--- src/rtl/serial_subtractor_if.sv ---
// Operand/result handshake bundle for the bit-serial subtractor.
// The slave side is the subtractor itself; the master side is whoever feeds and drains it.
interface serial_subtractor_if #(parameter int WIDTH = 8);
   logic             io_in_valid;
   logic             io_in_ready;
   logic [WIDTH-1:0] io_in_a;
   logic [WIDTH-1:0] io_in_b;
   logic             io_out_valid;
   logic             io_out_ready;
   logic [WIDTH-1:0] io_out_diff;
   logic             io_out_borrow;

   modport master (
      output io_in_valid, io_in_a, io_in_b, io_out_ready,
      input  io_in_ready, io_out_valid, io_out_diff, io_out_borrow
   );

   modport slave (
      input  io_in_valid, io_in_a, io_in_b, io_out_ready,
      output io_in_ready, io_out_valid, io_out_diff, io_out_borrow
   );
endinterface

--- src/rtl/serial_subtractor.sv ---
// Bit-serial unsigned subtractor: a - b, one bit per cycle LSB first, through a registered
// borrow. Trades latency (WIDTH cycles) for a single full-subtractor cell.
module serial_subtractor #(
   parameter int WIDTH = 8
) (
   input logic                clock,
   input logic                reset,
   serial_subtractor_if.slave io
);

   localparam int CW = (WIDTH > 1) ? $clog2(WIDTH) : 1;

   typedef enum logic [1:0] {
      IDLE,
      RUN,
      DONE
   } state_t;

   state_t           state_q, state_d;
   logic [WIDTH-1:0] aReg_q, aReg_d;
   logic [WIDTH-1:0] bReg_q, bReg_d;
   logic [WIDTH-1:0] result_q, result_d;
   logic [WIDTH-1:0] diff_q, diff_d;
   logic             borrow_q, borrow_d;
   logic             outBorrow_q, outBorrow_d;
   logic [CW-1:0]    count_q, count_d;

   logic             diffBit;
   logic             borrowNext;
   logic [WIDTH:0]   shifted;

   always_ff @(posedge clock) begin
      if (reset) begin
         state_q     <= IDLE;
         aReg_q      <= '0;
         bReg_q      <= '0;
         result_q    <= '0;
         diff_q      <= '0;
         borrow_q    <= 1'b0;
         outBorrow_q <= 1'b0;
         count_q     <= '0;
      end else begin
         state_q     <= state_d;
         aReg_q      <= aReg_d;
         bReg_q      <= bReg_d;
         result_q    <= result_d;
         diff_q      <= diff_d;
         borrow_q    <= borrow_d;
         outBorrow_q <= outBorrow_d;
         count_q     <= count_d;
      end
   end

   // The published diff/borrow live in their own registers so they only change when a
   // new result completes, and hold through IDLE and the next RUN.
   always_comb begin
      state_d     = state_q;
      aReg_d      = aReg_q;
      bReg_d      = bReg_q;
      result_d    = result_q;
      diff_d      = diff_q;
      borrow_d    = borrow_q;
      outBorrow_d = outBorrow_q;
      count_d     = count_q;

      diffBit    = aReg_q[0] ^ bReg_q[0] ^ borrow_q;
      borrowNext = (~aReg_q[0] & bReg_q[0]) | (~(aReg_q[0] ^ bReg_q[0]) & borrow_q);
      shifted    = {diffBit, result_q};

      unique case (state_q)
         IDLE: begin
            if (io.io_in_valid) begin
               aReg_d   = io.io_in_a;
               bReg_d   = io.io_in_b;
               borrow_d = 1'b0;
               count_d  = '0;
               state_d  = RUN;
            end
         end
         RUN: begin
            aReg_d   = aReg_q >> 1;
            bReg_d   = bReg_q >> 1;
            result_d = shifted[WIDTH:1];
            borrow_d = borrowNext;
            count_d  = count_q + 1'b1;
            if (count_q == CW'(WIDTH - 1)) begin
               diff_d      = shifted[WIDTH:1];
               outBorrow_d = borrowNext;
               state_d     = DONE;
            end
         end
         DONE: begin
            if (io.io_out_ready) begin
               state_d = IDLE;
            end
         end
         default: begin
            state_d = IDLE;
         end
      endcase
   end

   assign io.io_in_ready   = (state_q == IDLE);
   assign io.io_out_valid  = (state_q == DONE);
   assign io.io_out_diff   = diff_q;
   assign io.io_out_borrow = outBorrow_q;

endmodule
--- src/flat_wrapper.sv ---
// flat-port wrapper written by rule: the top's interface ports become plain ports
module serial_subtractor_flat 
#(
   parameter int WIDTH = 8
)
  (clock, reset, io_io_in_valid, io_io_in_a, io_io_in_b, io_io_out_ready, io_io_in_ready, io_io_out_valid, io_io_out_diff, io_io_out_borrow);
  serial_subtractor_if #(.WIDTH(WIDTH)) io_i ();
  input logic clock;
  input logic reset;
  input wire logic [$bits(io_i.io_in_valid)-1:0] io_io_in_valid;
  input wire logic [$bits(io_i.io_in_a)-1:0] io_io_in_a;
  input wire logic [$bits(io_i.io_in_b)-1:0] io_io_in_b;
  input wire logic [$bits(io_i.io_out_ready)-1:0] io_io_out_ready;
  output wire logic [$bits(io_i.io_in_ready)-1:0] io_io_in_ready;
  output wire logic [$bits(io_i.io_out_valid)-1:0] io_io_out_valid;
  output wire logic [$bits(io_i.io_out_diff)-1:0] io_io_out_diff;
  output wire logic [$bits(io_i.io_out_borrow)-1:0] io_io_out_borrow;
  assign io_i.io_in_valid = io_io_in_valid;
  assign io_i.io_in_a = io_io_in_a;
  assign io_i.io_in_b = io_io_in_b;
  assign io_i.io_out_ready = io_io_out_ready;
  assign io_io_in_ready = io_i.io_in_ready;
  assign io_io_out_valid = io_i.io_out_valid;
  assign io_io_out_diff = io_i.io_out_diff;
  assign io_io_out_borrow = io_i.io_out_borrow;
  serial_subtractor #(.WIDTH(WIDTH)) u_core (.clock(clock), .reset(reset), .io(io_i));
endmodule
--- config.mk ---
export PLATFORM = sky130hd
export DESIGN_NAME = serial_subtractor_flat
export DESIGN_NICKNAME = d
export VERILOG_FILES = /design/src/rtl/serial_subtractor_if.sv /design/src/rtl/serial_subtractor.sv /design/src/flat_wrapper.sv
export SDC_FILE = /design/constraint.sdc
export NUM_CORES = 1
export LEC_CHECK = 0
export BUFFER_PORTS_ARGS = -buffer_cell sky130_fd_sc_hd__buf_4
export CELL_PAD_IN_SITES_DETAIL_PLACEMENT = 2
export CELL_PAD_IN_SITES_GLOBAL_PLACEMENT = 2
export CORE_UTILIZATION = 33
export DETAILED_ROUTE_END_ITERATION = 10
export GPL_ROUTABILITY_DRIVEN = 0
export PLACE_DENSITY_LB_ADDON = 0.1
export SKIP_LAST_GASP = 1
export SLEW_MARGIN = 20
export SYNTH_ARGS = -nofsm -noshare
export SYNTH_HDL_FRONTEND = slang
export SYNTH_SLANG_ARGS = --single-unit
--- constraint.sdc ---
create_clock -name clock -period 1.45 [get_ports clock]
set_input_delay 0.0725 -clock clock [delete_from_list [all_inputs] [get_ports clock]]
set_output_delay 0.0725 -clock clock [all_outputs]
set_load 0.05 [all_outputs]
==> reports/qor.csv, run 1 <==
metric;value;unit
crit_arrival;1510;ps
clock_path_buffers;2;
initial_core_util;0.3424;
grt_pass1_vias;1452;
dr.pass1.iters;4;
root_buffer;clkbuf_8;
drv_slew;0;
yosys.area_share.adder;0.02804;
setup_viol;0;
vias;1301;
diodes;0;
path_common_cell;ha_1;
slew_headroom;0.6157;
ff2ff_setup_slack;140;ps
synthArstFlopShare;0;
yosys_warnings;0;
die_w;71.78;µm
synth_edf_count;0;
startpoint_type;flop;
clock_sinks;38;
grt_pass1_wl;6975;µm
rsz0062_at_grt;false;
insertion_delay;290;ps
synth_ff_type;dfxtp_1;
critPathTopFamily;flip-flops;
netlist_area;1607;µm²
drtIter0Drc;67;
leakagePower;0.7603;nW
routed_wl;4063;µm
maxCapViolations;0;
grt_use_total;0.1790;
fin_ws;138.7;ps
cp_slowest_cell;dfxtp_1;
hold_viol;0;
layout-drive-gt1-share;0.3267;
grtUsageMet3;0.04360;
drt.antenna.violating_nets;0;
synth.ff_latch_count;38;
min_period;1311;ps
synth_top_family_by_area;compound AO/OA/AOI/OAI gates;
cp_max_fo;11;
skew;8.517;ps
final_nets;224;
viasPerCell;5.082;
cp.required;1650;ps
fill_cells;540;
synth-compound-area-share;0.2609;
synthMuxAreaShare;0.006231;
coreArea;4692;µm²
cts_tree;yes;
io_pins;31;
cts_made_buffers;5;
critPathBufInv;1;
grt_max_degree;39;
slowest_delay;350;ps
worstHoldPathType;in -> reg;
synthCells;169;
holdBufCountCts;0;
syn_avg_cell_area;9.506;µm²
fp-row-count;25;
busiest_layer;met2;
min_period_over_period;0.9043;
wl_per_cell;15.87;µm
fmaxAchievable;762.6;MHz
synth-xor-area-share;0;
synth_nets;192;
antenna_found_initial;0;
hpwl;2922;µm
pre_cts_ws;-53.29;ps
dieArea;5152;µm²
worst_slew_pin_slew;575.8;ps
yosysSeqAreaShare;0.4735;
powerDensity;1091;nW/µm²
synth.distinct_cells;30;
crit_chain;ha_1 -> ha_1 -> buf_4 -> a21oi_1 -> a311oi_2;
clk_pin_slew;80;ps
use_met1;0.2183;
drc;0;
area_growth;22.04;%
dp.cells;247;
status;complete, no violations;
gr-usage-met2;0.2998;
portBuffers;30;
vdd_drop_max;0.5384;mV
gr-total-overflow;0;
cp-end-kind;flop;
path_class;reg -> reg;
die_y;71.78;µm
h-tree-depth;2;
synth-simple-area-share;0.1277;
layoutNonFillerInstCount;256;
## routing by layer
metal / share of wire / wire length, µm / vias to the layer above
met2: 0.49 / 1997 / 24
met3: 0.033 / 136 / 6
met5: 0 / 0 / -
met4: 0.018 / 75 / 0
li1: - / - / 650
met1: 0.46 / 1854 / 621
## worst reg2reg max path, delay by kind of cell, from the launching register on
| family | cells | cell delay (ps) |
|---|---|---|
| adder cells (fa/ha/maj) | 2 | 330 |
| AO/OA/AOI/OAI | 2 | 350 |
| flip-flops | 1 | 350 |
| buffers and inverters | 1 | 190 |
## Yosys cell counts (2+ instances only)
| library cell | count | share of area |
|---|---|---|
| buf_6 | 4 | 0.028 |
| nor2_1 | 8 | 0.019 |
| buf_2 | 3 | 0.0093 |
| a22oi_1 | 2 | 0.0093 |
| o221a_1 | 10 | 0.070 |
| a32oi_1 | 2 | 0.011 |
| nand2_1 | 22 | 0.051 |
| buf_4 | 2 | 0.0093 |
| clkbuf_1 | 2 | 0.0047 |
| nand2b_1 | 2 | 0.0078 |
| inv_1 | 16 | 0.037 |
| nand3_1 | 8 | 0.025 |
| o221a_2 | 4 | 0.028 |
| a21oi_1 | 20 | 0.062 |
| ha_1 | 2 | 0.016 |
| a21oi_2 | 11 | 0.060 |
| dfxtp_1 | 38 | 0.47 |
## path summary, 6_finish.rpt
check	depth (start not counted)	start	endpoint
worst min register to register	2	u_core.io.io_out_diff[7]	u_core.io.io_out_diff[7]
worst max-delay path	5	u_core.count_q[0]	u_core.io.io_out_borrow
worst min-delay path	2	io_io_in_a[6]	u_core.aReg_q[6]
worst max register to register	5	u_core.count_q[0]	u_core.io.io_out_borrow
## power breakdown
part | switching [mW] | internal [mW]
Clock | 0.367 | 0.384
Sequential | 0.0294 | 1.09
Combinational | 0.145 | 0.122
## cells by family (layout without fill, tap and decap cells)
| group | Yosys count | count (layout) |
|---|---|---|
| multiplexers | 1 | 1 |
| AND/OR/NAND/NOR | 45 | 45 |
| flip-flops | 38 | 38 |
| AO/OA/AOI/OAI | 53 | 53 |
| adder cells (fa/ha/maj) | 3 | 3 |
| buffers and inverters | 29 | 62 |
## stage by stage
step / total power, mW / hold WS (ps) / TNS, ps / utilization / instance area (µm²)
final: 2.140 / 47.48 / 0 / 0.4179 / 1961
after CTS: 2.171 / 41.60 / 0 / 0.4149 / 1947
after floorplan: 1.334 / 238.3 / 0 / - / 1614
after detailed placement: 1.415 / 352.2 / -545.8 / 0.3949 / 1853
after global routing: 2.239 / 42.73 / 0 / 0.4179 / 1961
after global placement: 1.394 / 338.4 / 0 / 0.3949 / 1853
## sequential cells by signal, indices dropped and copies added (netlist names)
signal	cells
u_core.borrow_q	1
u_core.state_q	2
u_core.result_q	7
u_core.count_q	3
u_core.aReg_q	8
u_core.io.io_out_borrow	1
u_core.bReg_q	8
u_core.io.io_out_diff	8
## repair_timing
item | 4_1_cts | 5_1_grt
endpoints found under the setup margin | 14 | 9
resized for setup | 1 | 1
cloned | 0 | 0
setup buffers | 0 | 1
hold endpoints to repair | 0 | 0
## cell usage in the layout, fill, tap and decap left out, types with 2 or more instances in the layout
cell,Yosys,layout
nand2b_1,2,2
dfxtp_1,38,38
inv_1,16,16
ha_1,2,2
o221a_2,4,4
buf_4,2,38
nor2_1,8,7
nand3_1,8,8
clkbuf_8,0,6
nand2_1,22,22
a32oi_1,2,2
a22oi_1,2,2
a21oi_2,11,11
a21oi_1,20,20
o221a_1,10,10
## final cells by class
cell class	count	area (µm²)	share of cell area
sequential	38	760.7	0.3880
multi-input combinational	102	695.7	0.3548
timing repair buffer	38	285.3	0.1455
clock buffer	7	86.33	0.04403
tap	54	67.56	0.03446
inverter	16	60.06	0.03063
clock inverter	1	5.005	0.002553
Power figures use the tool's default switching activity.
==> run 2, diff against run 1 <==
--- a/config.mk
+++ b/config.mk
@@ -5,10 +5,11 @@
 export SDC_FILE = /design/constraint.sdc
 export NUM_CORES = 1
 export LEC_CHECK = 0
+export ABC_AREA = 1
 export BUFFER_PORTS_ARGS = -buffer_cell sky130_fd_sc_hd__buf_4
-export CELL_PAD_IN_SITES_DETAIL_PLACEMENT = 2
-export CELL_PAD_IN_SITES_GLOBAL_PLACEMENT = 2
-export CORE_UTILIZATION = 33
+export CELL_PAD_IN_SITES_DETAIL_PLACEMENT = 1
+export CELL_PAD_IN_SITES_GLOBAL_PLACEMENT = 1
+export CORE_UTILIZATION = 38
 export DETAILED_ROUTE_END_ITERATION = 10
 export GPL_ROUTABILITY_DRIVEN = 0
 export PLACE_DENSITY_LB_ADDON = 0.1
==> reports/qor.csv, run 2 <==
metric;value;unit
status;complete, no violations;
final_nets;326;
io_pins;31;
layoutNonFillerInstCount;354;
viasPerCell;4.565;
startpoint_type;flop;
place_area;2043;µm²
postLayoutCellArea;2140;µm²
skew;8.720;ps
dr.pass1.iters;4;
worstHoldPathType;in -> reg;
powerDensity;1016;nW/µm²
die_w;70.60;µm
netlist_top_cells_count;91 x nand2_1, 52 x inv_1, 38 x dfxtp_1;
setup_viol;0;
syn_avg_cell_area;6.622;µm²
fin_ws;135.0;ps
fmaxAchievable;760.5;MHz
fill_cells;588;
mostFrequentLayoutCells;91 x nand2_1, 52 x inv_1, 38 x dfxtp_1;
grt_max_degree;36;
postCtsSetupBuffers;0;
min_period_over_period;0.9069;
drc;0;
netlist.area_leader.share;0.4255;
worst_slew_pin_slew;741.9;ps
synthCells;270;
crit_arrival;1500;ps
drv_slew;0;
wl_per_cell;11.17;µm
clk_pin_slew;70;ps
drtIter0Drc;74;
gr-total-overflow;0;
maxCapViolations;0;
initial_core_util;0.4023;
synth_nets;293;
grt_pass1_vias;1581;
vias;1616;
dieArea;4984;µm²
yosysSeqAreaShare;0.4255;
synthArstFlopShare;0;
path_class;reg -> reg;
yosys-top-cells-area;dfxtp_1 43%, nand2_1 19%, inv_1 11%, a21oi_1 7.3%, nor2_1 6.5%;
min_period;1315;ps
r2r_start;u_core.state_q[0];
clock_path_buffers;2;
final_common_cell;nand2_1;
vdd_drop_max;0.4737;mV
synth.ff_latch_count;38;
area_growth;19.66;%
ff2ff_path_depth;4;
hpwl;2738;µm
antenna_found_initial;0;
rsz0062_at_grt;false;
cts_tree;yes;
hold_viol;0;
leakagePower;1.082;nW
cts_made_buffers;5;
coreArea;4444;µm²
cp_max_fo;17;
slew_headroom;0.5053;
insertion_delay;290;ps
h-tree-depth;2;
layout-drive-gt1-share;0.1722;
drt.antenna.violating_nets;0;
synth.distinct_cells;20;
diodes;0;
die_y;70.60;µm
yosysTopAreaCell;dfxtp_1;
ff2ff_setup_slack;140;ps
critPathCapture;u_core.aReg_q[1];
cp-end-kind;flop;
fp-row-count;24;
clock_sinks;38;
synth_ff_type;dfxtp_1;
grt_pass1_wl;6831;µm
startpoint;u_core.state_q[0];
portBuffers;30;
cp.required;1640;ps
grt_use_total;0.1763;
yosys_warnings;0;
r2r_end;u_core.aReg_q[1];
dp.cells;347;
holdWs;30.47;ps
root_buffer;clkbuf_8;
setup_tns;0;ps
routed_wl;3954;µm
synth_edf_count;0;
netlist_area;1788;µm²
synth.most_common_cell;nand2_1;
pre_cts_ws;25.70;ps
run 2: where the power goes:
part | internal [mW] | total (mW) | switching [mW]
combinational | 0.134 | 0.333 | 0.199
clock | 0.366 | 0.708 | 0.342
sequential | 1.11 | 1.13 | 0.0259
run 2: final cells by class:
type / instances / area, µm² / share of cell area
inverter: 54 / 202.7 / 0.09474
timing repair buffer: 36 / 270.3 / 0.1263
sequential: 38 / 760.7 / 0.3556
multi-input combinational: 168 / 758.2 / 0.3544
tap: 52 / 65.06 / 0.03041
clock buffer: 6 / 82.58 / 0.03860
run 2: layer usage:
| metal | global-route usage | up-vias | routed length [µm] |
|---|---|---|---|
| met5 | 0 | - | 0 |
| met4 | 0.06000 | 0 | 44 |
| met3 | 0.05556 | 5 | 128 |
| met2 | 0.2848 | 24 | 1754 |
| met1 | 0.2245 | 733 | 2028 |
| li1 | - | 854 | - |
run 2: worst min path at each step:
stage                     slack (ps)  cells past startpoint                end             from
after global routing              50                      4  u_core.state_q[1]  io_io_out_ready
final                             30                      4  u_core.state_q[1]  io_io_out_ready
after global placement           330                      4  u_core.state_q[1]  io_io_out_ready
after detailed placement         340                      4  u_core.state_q[1]  io_io_out_ready
after floorplan                  140                      1   u_core.aReg_q[7]            reset
after CTS                         20                      4  u_core.state_q[1]  io_io_out_ready
run 2: logic make-up after synthesis:
kind of cell	share of synthesized area
flip-flops	0.4255
adder cells (fa/ha/maj)	0.02519
buffers and inverters	0.1610
AND/OR/NAND/NOR	0.2813
AO/OA/AOI/OAI	0.1071
run 2: repair_timing:
action,in CTS,in global routing
setup endpoints to repair,0,27
hold buffers,0,0
resized for setup,0,1
run 2: through the flow:
stage | power (mW) | utilization
2_1_floorplan | 1.384 | -
3_3_place_gp | 1.473 | 0.4597
3_5_place_dp | 1.487 | 0.4597
4_1_cts | 2.206 | 0.4783
5_1_grt | 2.310 | 0.4814
6_report | 2.173 | 0.4814
run 2: worst max-delay path: stages, from the launching register on:
cell     delay (ps)
dfxtp_1         370
o21ai_2         610
nand2_1         100
nand2_1          90
nor2_1           40
